## src/rtl/key_event_pkg.sv

```systemverilog
// Shared types and constants for the key event detector.
package key_event_pkg;

    typedef enum logic [1:0] {
        IDLE    = 2'd0,
        PRESSED = 2'd1,
        LONG    = 2'd2
    } state_t;

    localparam int unsigned MS_PER_SEC = 32'd1000;

    // Width of a counter that must hold values up to the larger of the two thresholds.
    function automatic int unsigned cnt_width(input int unsigned long_ms, input int unsigned repeat_ms);
        int unsigned top;
        top = (long_ms > repeat_ms) ? long_ms : repeat_ms;
        return $clog2(top + 32'd1);
    endfunction

endpackage

```

## src/rtl/key_event_ch.sv

```systemverilog
// One key channel: two-flop synchroniser, press/long/repeat FSM and ms counter.
module key_event_ch
    import key_event_pkg::*;
#(
    parameter int unsigned LongMs    = 1000,
    parameter int unsigned RepeatMs  = 200,
    parameter int unsigned ActiveLow = 1
) (
    input  logic clk,
    input  logic rst_n,
    input  logic key_in,
    input  logic tick,
    output logic press,
    output logic released,
    output logic long,
    output logic repeated,
    output logic held
);

    localparam int unsigned CntW = cnt_width(LongMs, RepeatMs);
    localparam logic [CntW-1:0] LongCnt   = CntW'(LongMs);
    localparam logic [CntW-1:0] RepeatCnt = CntW'(RepeatMs);
    // Raw level of a released key; synchroniser flops rest here in reset.
    localparam logic IdleLvl = (ActiveLow != 0) ? 1'b1 : 1'b0;

    logic            sync1_r;
    logic            sync2_r;
    logic            key_act_s;
    state_t          state_r;
    state_t          state_nxt_s;
    logic [CntW-1:0] cnt_r;
    logic [CntW-1:0] cnt_nxt_s;
    logic [CntW-1:0] cnt_inc_s;
    logic            press_nxt_s;
    logic            release_nxt_s;
    logic            long_nxt_s;
    logic            repeat_nxt_s;

    // Two-flop synchroniser for the asynchronous key level.
    always_ff @(posedge clk or negedge rst_n) begin
        if (!rst_n) begin
            sync1_r <= IdleLvl;
            sync2_r <= IdleLvl;
        end else begin
            sync1_r <= key_in;
            sync2_r <= sync1_r;
        end
    end

    assign key_act_s = (ActiveLow != 0) ? ~sync2_r : sync2_r;
    assign cnt_inc_s = cnt_r + CntW'(1);

    // Next-state, counter and event decode; a release always takes priority over thresholds.
    always_comb begin
        state_nxt_s   = state_r;
        cnt_nxt_s     = cnt_r;
        press_nxt_s   = 1'b0;
        release_nxt_s = 1'b0;
        long_nxt_s    = 1'b0;
        repeat_nxt_s  = 1'b0;
        case (state_r)
            IDLE: begin
                if (key_act_s) begin
                    state_nxt_s = PRESSED;
                    cnt_nxt_s   = '0;
                    press_nxt_s = 1'b1;
                end else begin
                    state_nxt_s = IDLE;
                end
            end
            PRESSED: begin
                if (!key_act_s) begin
                    state_nxt_s   = IDLE;
                    cnt_nxt_s     = '0;
                    release_nxt_s = 1'b1;
                end else if (tick) begin
                    if (cnt_inc_s == LongCnt) begin
                        state_nxt_s = LONG;
                        cnt_nxt_s   = '0;
                        long_nxt_s  = 1'b1;
                    end else begin
                        cnt_nxt_s = cnt_inc_s;
                    end
                end else begin
                    cnt_nxt_s = cnt_r;
                end
            end
            LONG: begin
                if (!key_act_s) begin
                    state_nxt_s   = IDLE;
                    cnt_nxt_s     = '0;
                    release_nxt_s = 1'b1;
                end else if ((RepeatMs != 0) && tick) begin
                    if (cnt_inc_s == RepeatCnt) begin
                        cnt_nxt_s    = '0;
                        repeat_nxt_s = 1'b1;
                    end else begin
                        cnt_nxt_s = cnt_inc_s;
                    end
                end else begin
                    // Repeat disabled or no tick: counter holds.
                    cnt_nxt_s = cnt_r;
                end
            end
            default: begin
                state_nxt_s = IDLE;
                cnt_nxt_s   = '0;
            end
        endcase
    end

    // State, counter and registered event outputs.
    always_ff @(posedge clk or negedge rst_n) begin
        if (!rst_n) begin
            state_r  <= IDLE;
            cnt_r    <= '0;
            press    <= 1'b0;
            released <= 1'b0;
            long     <= 1'b0;
            repeated <= 1'b0;
            held     <= 1'b0;
        end else begin
            state_r  <= state_nxt_s;
            cnt_r    <= cnt_nxt_s;
            press    <= press_nxt_s;
            released <= release_nxt_s;
            long     <= long_nxt_s;
            repeated <= repeat_nxt_s;
            held     <= (state_nxt_s != IDLE);
        end
    end

endmodule

```

## src/rtl/key_event.sv

```systemverilog
// Multi-channel key event detector with a shared millisecond prescaler.
module key_event
    import key_event_pkg::*;
#(
    parameter int unsigned Size      = 4,
    parameter int unsigned ClkSpeed  = 1_000_000,
    parameter int unsigned LongMs    = 1000,
    parameter int unsigned RepeatMs  = 200,
    parameter int unsigned ActiveLow = 1
) (
    input  logic            clk,
    input  logic            rst_n,
    input  logic [Size-1:0] key_in,
    output logic [Size-1:0] press,
    output logic [Size-1:0] released,
    output logic [Size-1:0] long,
    output logic [Size-1:0] repeated,
    output logic [Size-1:0] held
);

    localparam int unsigned Div = ClkSpeed / MS_PER_SEC;
    localparam int unsigned PW  = (Div > 1) ? $clog2(Div) : 1;

    logic [PW-1:0] prescale_r;
    logic          tick_s;

    assign tick_s = (prescale_r == PW'(Div - 1));

    // Free-running prescaler; tick is high on the last count of each ms.
    always_ff @(posedge clk or negedge rst_n) begin
        if (!rst_n) begin
            prescale_r <= '0;
        end else if (tick_s) begin
            prescale_r <= '0;
        end else begin
            prescale_r <= prescale_r + PW'(1);
        end
    end

    for (genvar i = 0; i < Size; i++) begin : g_ch
        key_event_ch #(
            .LongMs   (LongMs),
            .RepeatMs (RepeatMs),
            .ActiveLow(ActiveLow)
        ) u_ch (
            .clk     (clk),
            .rst_n   (rst_n),
            .key_in  (key_in[i]),
            .tick    (tick_s),
            .press   (press[i]),
            .released(released[i]),
            .long    (long[i]),
            .repeated(repeated[i]),
            .held    (held[i])
        );
    end

endmodule

```

## config.mk

```make
export PLATFORM = sky130hd
export DESIGN_NAME = key_event
export DESIGN_NICKNAME = d
export VERILOG_FILES = /design/src/rtl/key_event_pkg.sv /design/src/rtl/key_event_ch.sv /design/src/rtl/key_event.sv
export SDC_FILE = /design/constraint.sdc
export NUM_CORES = 1
export LEC_CHECK = 0
export CORE_MARGIN = 2
export CORE_UTILIZATION = 35
export CTS_BUF_LIST = sky130_fd_sc_hd__clkbuf_4
export DETAILED_ROUTE_END_ITERATION = 8
export GPL_TIMING_DRIVEN = 0
export PLACE_DENSITY_LB_ADDON = 0.05
export SLEW_MARGIN = 10
export SYNTH_ARGS = -nofsm -noshare
export SYNTH_HDL_FRONTEND = slang
export SYNTH_SLANG_ARGS = --single-unit
```

## constraint.sdc

```tcl
create_clock -name clk -period 2.75 [get_ports clk]
set_input_delay 0.4125 -clock clk [delete_from_list [all_inputs] [get_ports clk]]
set_output_delay 0.4125 -clock clk [all_outputs]
set_load 0.005 [all_outputs]
```

* Word level (Yosys, flattened, before mapping) *
Cells that the tools add are included.
W data, S select, Z words.

operators by class
  add/subtract/negate cells = 5
  multiply operators = 0
  div/mod/pow operators = 0
  magnitude comparators = 0
  equal/unequal tests = 29
  shift operators = 0
  muxes and demuxes = 105
  bitwise operators = 0
  reductions and logical operators = 16

operators with widths
  operator                 number
  $mux W10                 29
  $pmux W10 S3             4
  $mux W1                  52
  $add A10 B1 Y10 const B  5
  $eq A10 B10 Y1 const B   5
  $eq A10 B8 Y1 const B    4
  $mux W2                  16
  $pmux W2 S3              4
  $ne A3 B2 Y1 const B     6
  $reduce_and A3 Y1        4
  $eq A2 B1 Y1 const B     4
  $eq A2 B2 Y1 const B     4
  $logic_not A2 Y1         4
  $ne A2 B2 Y1 const B     4
  $reduce_bool A2 Y1       4
  $reduce_or A2 Y1         4
  $ne A3 B1 Y1 const B     2

storage, ports and cells
  register bits = 86
  bits in latches = 0
  bits in writable memories = 0
  ROM bits = 0
  output and inout bits = 20
  logic and storage cells = 192
  memories = 0

* Depth between registers and ports, before layout *
Gate-level depths: netlist (run 1).

  depth in word-level cells = 7
  depth in mapped cells = 9

* By module *
From an unflattened synthesis (run 1), not the netlist that was laid out.

unflattened totals
  cell total of the unflattened synthesis = 557
  area, all modules = 5470.2 µm²

by module, submodules not included
  module                            times used  cells an instance  area an instance (µm²)  seq. area each (µm²)
  key_event_ch at g_ch[1].u_ch ...  2           131                1292.5                  478.0
  key_event_ch at g_ch[0].u_ch      1           130                1232.4                  478.0
  key_event_ch at g_ch[3].u_ch      1           122                1169.9                  478.0
  key_event                         1           43                 483.0                   250.2

* Worst setup path before layout (run 1) *
Ideal clock, no wire load.

  path kind = register to register
  start point = reg g_ch[0].u_ch.cnt_r[0]
  end point = reg g_ch[0].u_ch.cnt_r[0]
  data arrival time = 2181 ps
  required time = 2625 ps
  setup slack = 445 ps
  stages on the path, launching flop included = 9
  path buffers = 0
  period minus slack after synthesis = 2305 ps
  path through = dfrtp_1 > ha_1 > nor2_1 > nand4_4 > a2111oi_4 > o21ai_2 > a32o_2 > nor2b_4 > mux2_2

between the ends
  longest elaborated chain between the ends = 6

RTL lines
  what                                             RTL line                                RTL
  start: declaration                               key_event_ch.sv:31                      logic [CntW-1:0] cnt_r;
  start signal: assignment                         key_event_ch.sv:124                     cnt_r <= cnt_nxt_s;
  $add A10 B1 Y10 (*)                              key_event_ch.sv:51                      assign cnt_inc_s = cnt_r + CntW'(1);
  $eq A10 B8 Y1 or $eq A10 B10 Y1 (tied branches)  key_event_ch.sv:94, key_event_ch.sv:77
  $mux W10, on equally long branches               key_event_ch.sv:94, key_event_ch.sv:77
  $mux W10, on equally long branches               key_event_ch.sv:93, key_event_ch.sv:76
  $mux W10, on equally long branches               key_event_ch.sv:89, key_event_ch.sv:72
  $pmux W10 S3 (*)                                 key_event_ch.sv:61                      case (state_r)

Mark *: on every way between the ends. The rest lies on a longest branch, timed or not. The select of a mux whose other input is x is not followed.
A chain may end at the register's enable or synchronous reset.

* Worst setup path after layout (run 1) *
Same ends and word-level chain as after synthesis.

==> results of run 1 <==
==> worst register-to-register path, stage by stage, from the launching register on <==
cell     delay [ps]
dfrtp_1         430
ha_2            260
nand4_1         140
or4_1           530
a31oi_1         250
nand2_1         130
a32o_2          320
nor2b_4         170
mux2_2          280
==> metal layers <==
layer | global-route usage | wire length, um
met5 | 0 | 0
met4 | 0.0751 | 222
met3 | 0.0224 | 241
met2 | 0.223 | 4590
met1 | 0.189 | 4890
==> synth_stat cells, types with 10 or more instances <==
| cell | instances | area, um^2 |
|---|---|---|
| nand3_1 | 19 | 95.1 |
| and2_1 | 13 | 81.3 |
| nor3_1 | 18 | 90.1 |
| o21ai_0 | 21 | 105 |
| nor2_1 | 44 | 165 |
| dfrtp_1 | 78 | 1950 |
| ha_1 | 21 | 263 |
| o21a_1 | 11 | 82.6 |
| o221ai_1 | 10 | 87.6 |
| nand2_1 | 77 | 289 |
| buf_4 | 22 | 165 |
| o21ai_1 | 12 | 60.1 |
| inv_1 | 22 | 82.6 |
| a21oi_1 | 15 | 75.1 |
==> registers in the layout, indices dropped and copies added (netlist names) <==
name and count:
g_ch.u_ch.press 4, g_ch.u_ch.sync1_r 4, g_ch.u_ch.state_r 8, prescale_r 10
g_ch.u_ch.released 4, g_ch.u_ch.long 4, g_ch.u_ch.held 4, g_ch.u_ch.sync2_r 4
g_ch.u_ch.cnt_r 40, g_ch.u_ch.repeated 4
==> repair_timing <==
action,4_1_cts,5_1_grt
hold buffers,1,0
gates resized for setup,0,3
setup endpoints to repair,0,6
hold endpoints to repair,27,0
buffers inserted,0,0
==> where the power goes <==
| part | total, uW | internal (uW) | switching [uW] |
|---|---|---|---|
| registers | 1320 | 1300 | 22.1 |
| clock network | 818 | 362 | 457 |
| logic | 266 | 125 | 141 |
| total | 2410 | 1790 | 619 |
==> cells by family (layout without fill, tap and decap cells) <==
kind of cell               Yosys count  after routing
AOI/OAI and AO/OA                  115            115
buffers and inverters               59            102
adders and majority gates           21             21
DFF                                 86             86
and+or+nand+nor                    239            239
other                                0              1
muxes                                8              8
xor gates and xnor gates            11             11
==> cell type report <==
class	count	area, um^2	area share
antenna	1	2.50	0.000438
buffer	37	264	0.0463
clock buffer	9	67.6	0.0118
clock inverter	7	88.8	0.0156
inverter	22	82.6	0.0145
multi-input combinational	394	2530	0.443
sequential	86	2160	0.379
tap	180	225	0.0395
timing repair buffer	27	285	0.0500
==> worst min path at each step <==
stage / slack, ps / cells after the start / to / from
after global routing: 300 / 1 / g_ch[3].u_ch.sync1_r$_DFF_PN1_ / key_in[3]
after global placement: 350 / 0 / g_ch[3].u_ch.sync2_r$_DFF_PN1_ / g_ch[3].u_ch.sync1_r$_DFF_PN1_
after CTS: 290 / 1 / g_ch[2].u_ch.sync1_r$_DFF_PN1_ / key_in[2]
after detailed placement: 350 / 0 / g_ch[1].u_ch.sync2_r$_DFF_PN1_ / g_ch[1].u_ch.sync1_r$_DFF_PN1_
final: 340 / 1 / g_ch[1].u_ch.sync1_r$_DFF_PN1_ / key_in[1]
after floorplan: 120 / 0 / g_ch[0].u_ch.cnt_r[0]$_DFFE_PN0P_ / rst_n
==> metrics by stage <==
step | area (um^2) | setup WS (ps)
floorplan | 5030 | 445
global placement | 5510 | -2030
detailed placement | 5540 | 139
CTS | 5700 | 104
global route | 5710 | 7.29
finish | 5710 | 153
==> results.py, run 1 <==
metrics = {
    "die": {
        "io-pin-count": 26,
        "die-height_um": 124,
        "dieArea_um2": 15400,
        "initial_core_util": 0.360,
        "die_w_um": 124,
        "coreArea_um2": 14000,
        "row_count": 43,
    },
    "placed_design": {
        "port_buffers": 25,
        "dp_hpwl_mm": 7.15,
        "placedCellCount": 745,
        "gp_routability_congestion": 0.757,
    },
    "hold_path": {
        "hp-class": "input port to flop",
    },
    "timing": {
        "finClkSkew_ps": 9.62,
        "rsz0062_at_grt": "no",
        "period_share": 0.944,
        "slew_violations": 0,
        "post-route-min-period_ps": 2600,
        "timing.fmax_ghz": 0.385,
        "tns_ps": 0,
        "final-hold-violation-count": 0,
        "setup_viol": 0,
        "max_slew_margin": 0.549,
        "whs_ps": 336,
        "worstMarginPinSlew_ps": 666,
    },
    "synth": {
        "synth-xor-area-share": 0.0191,
        "syn-instance-count": 539,
        "synth_top_family_by_area": "simple AND/OR/NAND/NOR gates",
        "synthMuxAreaShare": 0.0167,
        "synth-simple-area-share": 0.250,
        "synth.distinct_cells": 74,
        "ys_async_sr_fraction": 1.00,
        "avgSynthCellArea_um2": 9.34,
        "synth_compound_area_frac": 0.164,
        "ys_warn_count": 0,
        "synth_nets": 566,
        "ys_seq_elements": 86,
        "synthFlopType": "dfrtp_1",
        "synth_edf_count": 0,
        "syn_area_um2": 5030,
        "synthAdderAreaFrac": 0.0522,
        "synth-seq-area-share": 0.429,
    },
    "finish": {
        "layout_commonest_cell": "dfrtp_1",
        "fillCellCount": 1412,
        "utilization": 0.408,
        "final_cell_mix": "dfrtp_1 (78), nand2_1 (77), nor2_1 (44)",
        "areaGrowthSynthToFinish_pct": 13.4,
        "drive_above_1_share": 0.143,
        "nets": 604,
        "layoutNonFillerInstCount": 763,
    },
    "critical_path": {
        "cp.required_ps": 3110,
        "regToRegStartpoint": "g_ch[0].u_ch.cnt_r[0]$_DFFE_PN0P_",
        "crit_path_cell_trace": "ha_2, nand4_1, or4_1, a31oi_1, nand2_1, a32o_2, nor2b_4, mux2_2",
        "r2r_slack_ps": 150,
        "critPathKind": "flop to flop",
        "worstPathMaxFanout": 7,
        "worst-r2r-cell-count": 8,
        "cpMaxStageDelayCell": "or4_1",
        "path_delay_family": "simple AND/OR/NAND/NOR gates",
        "critPathMaxStageDelay_ps": 520,
        "path_depth": 8,
        "reg2reg_to": "g_ch[0].u_ch.cnt_r[0]$_DFFE_PN0P_",
        "critPathBufInv": 0,
        "endpoint": "g_ch[0].u_ch.cnt_r[0]$_DFFE_PN0P_",
        "crit_arrival_ps": 2960,
        "worstSetupStartpoint": "g_ch[0].u_ch.cnt_r[0]$_DFFE_PN0P_",
        "crit_path_end_kind": "flop",
        "cp-start-kind": "flop",
    },
    "power": {
        "vdd_drop_max_mv": 0.197,
        "total_power_uw": 2410,
        "total_leakage_power_uw": 0.00246,
        "pwr_density_cell_nw_per_um2": 422,
    },
    "global_routing": {
        "overflow": 0,
        "grt_max_degree": 58,
        "antenna_found_initial": 1,
        "grt_pass1_vias": 3617,
        "track_usage": 0.142,
        "grt_pass1_wl_mm": 17.0,
    },
    "detailed_routing": {
        "drc": 0,
        "viasPerCell": 5.09,
        "vias": 3883,
        "wire_per_inst_um": 13.0,
        "ant_nets": 0,
        "first_iter_violations": 159,
        "wl_mm": 9.94,
        "first_pass_iters": 4,
    },
    "flow_run": {
        "max-cap-violations": 0,
    },
    "clock_tree": {
        "cts_root_buf": "clkbuf_4",
        "cts_buffers": 9,
        "cts_tree": "done",
        "cts_max_level": 3,
        "clk_pin_slew_ps": 130,
        "cts_sinks": 86,
        "clk_path_buf_depth": 2,
        "clock_latency_ps": 470,
    },
    "run_status": {
        "outcome": "finished, final reports clean",
    },
}
No activity file was read; power rests on OpenSTA's default activity.
==> run 2, diff against run 1 <==
--- a/config.mk
+++ b/config.mk
@@ -14,4 +14,5 @@
 export SLEW_MARGIN = 10
 export SYNTH_ARGS = -nofsm -noshare
 export SYNTH_HDL_FRONTEND = slang
+export SYNTH_HIERARCHICAL = 1
 export SYNTH_SLANG_ARGS = --single-unit
==> run 2 against run 1 <==
Power decreased by 4.9%. Synthesized area is 8.6% higher. Hold slack about the same. Highest routed layer unchanged. Critical path type unchanged. Largest power group unchanged.
==> results.py, run 2 <==
metrics = {
    "run_status": {
        "outcome": "finished, final reports clean",
    },
    "die": {
        "die_w_um": 129,
        "dieArea_um2": 16600,
        "coreArea_um2": 15300,
        "io-pin-count": 26,
        "initial_core_util": 0.359,
        "die-height_um": 129,
        "row_count": 45,
    },
    "synth": {
        "synth_top_area_frac": 0.357,
        "syn_area_um2": 5470,
        "avgSynthCellArea_um2": 9.82,
        "netlist_top_cells_area": "dfrtp_1 (36%), ha_1 (4.8%), nand2_1 (4.3%)",
        "yosys.area.top_type": "dfrtp_1",
        "synthTopCellsByCount": "dfrtp_1 (78), nand2_1 (62), nor2_1 (40)",
        "synthFlopType": "dfrtp_1",
        "ys_async_sr_fraction": 1.00,
        "ys_warn_count": 6,
        "synth_edf_count": 0,
        "ys_seq_elements": 86,
        "synth-seq-area-share": 0.395,
        "yosysMostFrequentCell": "dfrtp_1",
        "synth_nets": 584,
        "syn-instance-count": 557,
        "synth.distinct_cells": 75,
    },
    "detailed_routing": {
        "first_iter_violations": 221,
        "viasPerCell": 5.11,
        "drc": 0,
        "first_pass_iters": 4,
        "wl_mm": 11.6,
        "ant_nets": 0,
        "vias": 4168,
        "wire_per_inst_um": 14.3,
    },
    "critical_path": {
        "crit_arrival_ps": 2850,
        "critPathKind": "flop to flop",
        "crit_path_cell_trace": "ha_2, nand3_1, nor3_4, and3_1, buf_6, nor2b_4, and3_1, a21boi_4, buf_4, nor3_1, a21oi_1",
        "critPathBufInv": 2,
        "cp.required_ps": 3150,
        "r2r_slack_ps": 300,
        "worstPathMaxFanout": 20,
        "path_delay_family": "simple AND/OR/NAND/NOR gates",
        "crit_path_end_kind": "flop",
        "cpMostUsedCell": "and3_1",
        "critPathMaxStageDelay_ps": 420,
        "cpMaxStageDelayCell": "dfrtp_1",
        "cp-start-kind": "flop",
    },
    "clock_tree": {
        "cts_sinks": 86,
        "clk_path_buf_depth": 2,
        "clock_latency_ps": 460,
        "clk_pin_slew_ps": 150,
        "cts_buffers": 9,
        "cts_max_level": 3,
        "cts_root_buf": "clkbuf_4",
        "cts_tree": "done",
    },
    "global_routing": {
        "grt_pass1_wl_mm": 20.2,
        "grt_pass1_vias": 4081,
        "overflow": 0,
        "track_usage": 0.151,
        "antenna_found_initial": 1,
        "grt_max_degree": 45,
    },
    "timing": {
        "timing.fmax_ghz": 0.408,
        "max_slew_margin": 0.531,
        "worstMarginPinSlew_ps": 699,
        "finClkSkew_ps": 19.5,
        "slew_violations": 0,
        "worst_slack_ps": 300,
        "rsz0062_at_grt": "no",
        "whs_ps": 337,
        "period_share": 0.891,
        "post-route-min-period_ps": 2450,
        "tns_ps": 0,
        "final-hold-violation-count": 0,
        "setup_viol": 0,
    },
    "finish": {
        "drive_above_1_share": 0.218,
        "largest_register_ffs": 40,
        "regMostFlops": "g_ch.u_ch/cnt_r",
        "nets": 624,
        "layout_commonest_cell": "dfrtp_1",
        "final_cell_mix": "dfrtp_1 (78), nand2_1 (62), nor2_1 (40)",
        "areaGrowthSynthToFinish_pct": 13.5,
        "reg_top3": "g_ch.u_ch/cnt_r (40), prescale_r (10), g_ch.u_ch/state_r (8)",
    },
    "power": {
        "pwr_density_cell_nw_per_um2": 369,
        "total_leakage_power_uw": 0.00250,
        "combPwrFrac": 0.091,
        "seqPwrFrac": 0.575,
        "p_int_uw": 1680,
        "swShare": 0.266,
        "switchingPower_uw": 608,
        "total_power_uw": 2290,
        "clockPowerShare": 0.334,
        "vdd_drop_max_mv": 0.218,
    },
    "placed_design": {
        "dp_hpwl_mm": 8.05,
        "gp_routability_congestion": 0.843,
        "port_buffers": 25,
        "dpl_worst_slack_ps": -237,
    },
    "hold_path": {
        "hp-class": "input port to flop",
    },
    "flow_run": {
        "max-cap-violations": 0,
    },
}
-- run 2: changes by cell type after synthesis, sizes merged, moves of 6 or more --
cell    change
a211oi     +14
a31o        +6
and2        -6
and3       +15
nand2      -12
nand3       +7
nand4       -6
o211ai      +9
o21a       -11
o221ai      -9
o31ai      +13
-- run 2: cells by family (layout without fill, tap and decap cells) --
logic type,count (synthesis),count (layout),synth area share
simple gates,238,238,0.259
other cells,0,2,0
compound gates,138,138,0.198
mux,3,3,0.00549
flops,86,86,0.395
fa+ha+maj,21,21,0.0480
buf+inv,55,100,0.0684
xor+xnor,16,16,0.0256
-- run 2: metal layers --
metal	vias up	global-route usage	wire (um)
met5	-	0	0
met1	2000	0.200	5750
met4	0	0.0435	143
li1	2088	-	-
met3	9	0.0446	442
met2	71	0.242	5300
-- run 2: final cells by class --
type / count / area (um^2)
clock buffers: 11 / 82.6
repair buffers: 29 / 300
fillers: 1501 / 9050
clock inverters: 5 / 60.1
inverters: 20 / 75.1
flip-flops and latches: 86 / 2160
diodes: 2 / 5.00
well taps: 211 / 264
plain buffers: 35 / 305
multi-input cells: 416 / 2960
-- run 2: through the flow --
stage	std cells	utilization	cell area, um^2
global placement	793	0.392	5980
CTS	812	0.405	6180
floorplan	557	-	5470
detailed placement	794	0.394	6010
global route	815	0.407	6210
finish	815	0.407	6210
-- run 2: power groups by stage --
| stage | Clock [uW] | Combinational (uW) | Sequential [uW] |
|---|---|---|---|
| final | 764 | 209 | 1320 |
| after CTS | 818 | 215 | 1320 |
| after global routing | 862 | 236 | 1320 |
| after global placement | 0 | 205 | 1340 |
| after detailed placement | 0 | 211 | 1340 |
| after floorplan | 0 | 101 | 1340 |
-- run 2: worst paths after layout --
path                       depth (start not counted)                           endpoint                            from
max                                               11  g_ch[3].u_ch/cnt_r[0]$_DFFE_PN0P_         prescale_r[1]$_DFF_PN0_
min                                                1     g_ch[1].u_ch/sync1_r$_DFF_PN1_                       key_in[1]
max reg2reg                                       11  g_ch[3].u_ch/cnt_r[0]$_DFFE_PN0P_         prescale_r[1]$_DFF_PN0_
min reg2reg                                        0     g_ch[3].u_ch/sync2_r$_DFF_PN1_  g_ch[3].u_ch/sync1_r$_DFF_PN1_
max in group asynchronous                          3     g_ch[3].u_ch/sync2_r$_DFF_PN1_                           rst_n
min in group asynchronous                          2    g_ch[2].u_ch/repeated$_DFF_PN0_                           rst_n
-- run 2: worst register-to-register path, delay by kind of cell (launching register included) --
kind | cells | cell delay, ps
adders and majority gates | 1 | 240
AOI/OAI and AO/OA | 2 | 320
DFF | 1 | 420
buffers and inverters | 2 | 390
and+or+nand+nor | 6 | 1010
-- run 2: timing repair --
action / 4_1_cts / 5_1_grt
setup buffers: 1 / 1
hold buffers: 1 / 0
endpoints found under the setup margin: 8 / 13
pin swaps: 0 / 0
gates resized for setup: 2 / 5
hold endpoints to repair: 38 / 0
==> patch 1, RTL diff (flow settings as in run 1) <==
The parameter `Size` goes from 4 to 8.
--- a/src/rtl/key_event.sv
+++ b/src/rtl/key_event.sv
@@ -2,7 +2,7 @@
 module key_event
     import key_event_pkg::*;
 #(
-    parameter int unsigned Size      = 4,
+    parameter int unsigned Size      = 8,
     parameter int unsigned ClkSpeed  = 1_000_000,
     parameter int unsigned LongMs    = 1000,
     parameter int unsigned RepeatMs  = 200,
Ports: changed (6 resized); port bits go from 26 to 50. The function was not compared with the original's and may differ.
==> patch 1 against run 1 <==
Wire length up 110%; cell area rose by 85%; sequential share of layout area is 0.69 points higher; first-iteration DRC count grew to 3.2 times the old value; critical endpoint is now g_ch[4].u_ch.held; synthesized cell count rose by 85%; worst setup slack lost 31 ps; global-route usage grew 1.0 points; combinational power rose by 71%; total power rose by 79%; synthesized area grew 83%; critical path depth stayed put; die area rose by 80%; sequential cell count increased by 76; critical path type unchanged; largest power group unchanged.
==> patch 1: results (changes against run 1) <==
Outcome - completed
DR vias/cell - 5.178 (+1.7%)
Total GRT Usage - 15.26% (+1.0 points)
M1 GR Usage - 21.71% (+2.8 points)
Crit share post-route - 95.56% (+1.1 points)
Place WS - -544.5 ps (-683.9 ps)
Routability-driven placement congestion ratio - 0.7858 (+3.8%)
DRT iter0 DRCs - 503 (+220%)
Inverters - 40 (+82%)
Vias - 7342 (+89%)
Total CTS buffers - 17 (+8)
Final nets - 1121 (+86%)
Post-synthesis async set-or-reset flop share - 100.0% (unchanged)
Worst slew pin tran - 593.8 ps (-72.28 ps)
H-tree depth - 4 (+1)
Biggest regs - g_ch.u_ch.cnt_r: 80 flops, g_ch.u_ch.state_r: 16 flops, prescale_r: 10 flops
First-pass GRT wire length - 35420 um (+110%)
Skew-Pair Late Insertion Delay - 570 ps (+100 ps)
Area after DPL - 0.01017 mm^2 (+84%)
Register area share after synthesis - 44.13% (+1.2 points)
CP Max Fanout - 10 (+3)
Largest net degree at the start of global routing - 104 (+79%)
Hold path endpoint - g_ch[0].u_ch.sync1_r
Hold path startpoint - key_in[0]
Filler cell count - 2613 (+85%)
Commonest cells post-synth - dfrtp_1, nand2_1, nor2_1, nand3_1, o21ai_0
CLK BUF - 18 (+9)
Final hold slack - 234.7 ps (-101.8 ps)
Net switching share of the total power - 26.40% (+0.67 points)
Routed wire length on met3 - 652 um (+170%)
Maximum vdd drop - 191.1 uV (-2.8%)
RR Startpoint - prescale_r[0]
Layout non-clock buf frac - 9.494% (-0.13 points)
Dpl cells - 1380 (+85%)
Vias in the first global route - 6985 (+93%)
DP HPWL - 13840 um (+93%)
Sequential cells - 162 (+88%)
Final Skew - 29.71 ps (+20.09 ps)
Synth area leaders - dfrtp_1, ha_1, dfstp_2, nand2_1, buf_4
Met1 WL - 10370 um (+110%)
Syn_area_per_cell - 9.279 um^2 (-0.66%)
Clock group total power - 1.38 mW (+69%)
Count of multi-input gates - 726 (+84%)
Distinct cells, synth - 80 (+8.1%)
P_leak - 4.528 nW (+84%)
Met2 usage - 23.63% (+1.3 points)
Number of buffers added on ports - 49 (+96%)
Worst reg2reg endpoint - g_ch[4].u_ch.held
Bufs w/o clock - 123 (+92%)
Area growth from synthesis to layout - 14.47%
Met3 Resource Use GR - 3.422% (+1.2 points)
Area occupied by multi-input gates - 0.004664 mm^2 (+84%)
Post-synth net total - 1046 (+85%)
Multi-input logic portion of the cell area - 44.13% (-0.19 points)
Post-cts sizing count - 7 (+7)
WL met2 - 9143 um (+99%)
Layout cells sized above 1 - 11.83% (-2.4 points)
patch 1: cell count changes in the layout (fill, tap and decap cells not counted), sizes merged, moves of 24 or more:
cell	run 1	this run
nor2	44	73
clkdlybuf4s50	24	48
buf	28	54
o21ai	34	84
nand3	20	51
dfrtp	78	146
nand2	77	104
patch 1: logic make-up (layout without fill, tap and decap cells):
| kind of cell | Yosys count | count (layout) | synth area share [%] |
|---|---|---|---|
| XOR/XNOR | 32 | 32 | 3.117 |
| multiplexers | 5 | 5 | 0.5556 |
| AO/OA/AOI/OAI | 249 | 249 | 18.47 |
| other | 0 | 1 | 0 |
| adder cells (fa/ha/maj) | 41 | 41 | 5.556 |
| AND/OR/NAND/NOR | 399 | 399 | 22.02 |
| flip-flops | 162 | 162 | 44.13 |
| buffers and inverters | 107 | 194 | 6.153 |
patch 1: critical path: stages, from the launching register on:
cell and delay [ps]:
dfrtp_1 410, ha_1 220, and4b_1 280, and3_1 280
buf_2 410, clkbuf_2 390, nand2_1 100, a41o_1 260
o21bai_1 160
==> patch 2, RTL diff (settings of run 1) <==
Without the edit above. Reset style: synchronous (`rst_n`), changed in 3 clocked blocks. Comments in the files are not updated.
--- a/src/rtl/key_event_ch.sv
+++ b/src/rtl/key_event_ch.sv
@@ -37,7 +37,7 @@
     logic            repeat_nxt_s;
 
     // Two-flop synchroniser for the asynchronous key level.
-    always_ff @(posedge clk or negedge rst_n) begin
+    always_ff @(posedge clk) begin
         if (!rst_n) begin
             sync1_r <= IdleLvl;
             sync2_r <= IdleLvl;
@@ -110,7 +110,7 @@
     end
 
     // State, counter and registered event outputs.
-    always_ff @(posedge clk or negedge rst_n) begin
+    always_ff @(posedge clk) begin
         if (!rst_n) begin
             state_r  <= IDLE;
             cnt_r    <= '0;
--- a/src/rtl/key_event.sv
+++ b/src/rtl/key_event.sv
@@ -27,7 +27,7 @@
     assign tick_s = (prescale_r == PW'(Div - 1));
 
     // Free-running prescaler; tick is high on the last count of each ms.
-    always_ff @(posedge clk or negedge rst_n) begin
+    always_ff @(posedge clk) begin
         if (!rst_n) begin
             prescale_r <= '0;
         end else if (tick_s) begin
Formal check against the unedited RTL: differs if rst_n is asserted again (counterexample within 4 cycles, from zero or initial values and one cycle with rst_n low); with rst_n held inactive, the same outputs for 10 cycles.
==> patch 2 against run 1 <==
Sequential cell count unchanged; fmax increased by 2.5%; hold slack improved by 91 ps; count of clock-buffer cells in the layout rose by 1; worst setup slack better by 64 ps; cell area shrank 6.9%; synthesized area down 6.6%; critical path depth did not move; wire length rose by 6.2%; synthesized cell count is 5.2% higher; critical path type unchanged.
Power is not compared: it rests on default switching activity, and its combinational part moved more than twofold at a synthesized area within 25%.
==> patch 2: results (changes against run 1) <==
Outcome - completed
Total GRT Usage - 15.70% (+1.5 points)
Post-synthesis async set-or-reset flop share - 0% (-100 points)
Syn. warnings - 0 (unchanged)
Maximum vdd drop - 254.6 uV
Routability-driven placement congestion ratio - 0.8236 (+8.8%)
Reg2reg setup slack - 220 ps (+60 ps)
P_leak - 1.963 nW
Clock-pin slew on the worst setup and hold paths - 150 ps (+20 ps)
DRT iter0 DRCs - 146 (-8.2%)
Clk root buf - clkbuf_4
Vias in the first global route - 3764 (+4.1%)
Clock tree buffer depth - 2 (unchanged)
Skew-Pair Late Insertion Delay - 490 ps (+20 ps)
Number of buffers added on ports - 24 (-4.0%)
Synth area leaders - dfxtp_1, ha_1, nand2_1, nand3_1, buf_4
Drt first pass iters - 4 (unchanged)
Crit-path slowest cell - or4_1
Layout cells sized above 1 - 10.18% (-4.1 points)
Rel. slew slack - 44.62% (-10 points)
Biggest regs - g_ch.u_ch.cnt_r: 40 flops, prescale_r: 10 flops, g_ch.u_ch.state_r: 8 flops
Final hold slack - 427.7 ps (+91.18 ps)
Total CTS buffers - 9 (unchanged)
First-pass GRT wire length - 18030 um (+5.8%)
Min-delay worst type - register to register
H-tree depth - 3 (unchanged)
Hold path startpoint - g_ch[0].u_ch.sync1_r
DP HPWL - 7680 um (+7.3%)
Worst reg2reg endpoint - g_ch[2].u_ch.cnt_r[5]
CP Max Fanout - 6 (-1)
Distinct cells, synth - 65 (-12%)
Hold path endpoint - g_ch[0].u_ch.sync2_r
Slowest cell delay on critical path - 590 ps (+70 ps)
Antenna violations before repair - 0 (-1)
Largest net degree at the start of global routing - 16 (-72%)
Commonest cells post-synth - dfxtp_1, nand2_1, nor2_1, nand3_1, a21oi_1
Worst reg2reg path depth - 8 (unchanged)
WHS Path Cells - 1 (unchanged)
Final wirelength - 10560 um (+6.2%)
Place WS - 121.1 ps (-18.38 ps)
Post-synth net total - 594 (+4.9%)
Final nets - 631 (+4.5%)
Vias - 4028 (+3.7%)
RR Startpoint - g_ch[2].u_ch.cnt_r[0]
Arr. time, crit path - 2930 ps (-30 ps)
Number of diodes - 0 (-1)
Final Skew - 21.51 ps (+11.89 ps)
Register area share after synthesis - 36.62% (-6.3 points)
## patch 2: cell count changes after synthesis, moves of 8 or more
cell | run 1 | this run
and3_1 | 4 | 14
dfstp_2 | 8 | 0
nand3_1 | 19 | 33
o221ai_1 | 10 | 1
o21ai_1 | 12 | 0
a21oi_1 | 15 | 23
nand2b_1 | 1 | 18
dfrtp_1 | 78 | 0
a21o_1 | 4 | 13
dfxtp_1 | 0 | 86
nor4_1 | 2 | 10
## patch 2: worst max path at each step
stage                            end  cells after the start             startpoint  slack (ps)
2_1_floorplan  g_ch[2].u_ch.cnt_r[3]                      8  g_ch[2].u_ch.cnt_r[0]         510
3_3_place_gp   g_ch[2].u_ch.cnt_r[4]                      8  g_ch[2].u_ch.cnt_r[0]         150
3_5_place_dp   g_ch[2].u_ch.cnt_r[6]                      8  g_ch[2].u_ch.cnt_r[0]         120
4_1_cts        g_ch[2].u_ch.cnt_r[3]                      8  g_ch[2].u_ch.cnt_r[0]          90
5_1_grt        g_ch[2].u_ch.cnt_r[6]                      8  g_ch[2].u_ch.cnt_r[1]          30
6_report       g_ch[2].u_ch.cnt_r[5]                      8  g_ch[2].u_ch.cnt_r[0]         220
## patch 2: through the flow
stage          power (mW)  cell area (um^2)  utilization, %  std cells
2_1_floorplan       1.350              4702               -        567
3_3_place_gp        1.387              5162           39.14        767
3_5_place_dp        1.387              5162           39.14        767
4_1_cts             2.088              5286           40.08        783
5_1_grt             2.145              5311           40.27        785
6_report            2.035              5311           40.27        785
## patch 2: critical path: cells and delay by family, from the launching register on
kind | cells | cell delay (ps)
mux | 1 | 250
simple gates | 4 | 1050
compound gates | 1 | 270
xor+xnor | 1 | 190
flops | 1 | 430
fa+ha+maj | 1 | 240
## patch 2: layout make-up
cell class | instances | area, um^2
inverter | 19 | 71.32
sequential | 86 | 1722
timing repair buffer | 26 | 255.2
multi-input combinational | 424 | 2698
tap | 176 | 220.2
buffer | 38 | 221.5
fill | 1377 | 7879
clock buffer | 10 | 75.07
clock inverter | 6 | 48.80
## patch 2: repair_timing
action                                  CTS  global route
resized for setup                         0             3
endpoints found under the setup margin    0            11
setup buffers                             0             2
## patch 2: cell families (layout without fill, tap and decap cells)
group,count (synthesis),after routing,synth area share [%]
and+or+nand+nor,266,266,30.52
adders and majority gates,21,21,5.588
buffers and inverters,57,99,6.226
muxes,4,4,0.9047
DFF,86,86,36.62
xor gates and xnor gates,24,24,4.470
AOI/OAI and AO/OA,109,109,15.67
## patch 2: report_power, final
group	internal, mW	switching [mW]
clock	0.199	0.477
sequential	1.26	0.0107
combinational	0.0360	0.0520
total	1.50	0.540
## patch 2: metal layers
layer  wire (um)  GRT usage [%]  share of wire (%)
met2        4883          25.21                 46
met1        5039          19.89                 48
met5           0              0                  0
met4         201          6.544                1.9
met3         434          4.183                4.1
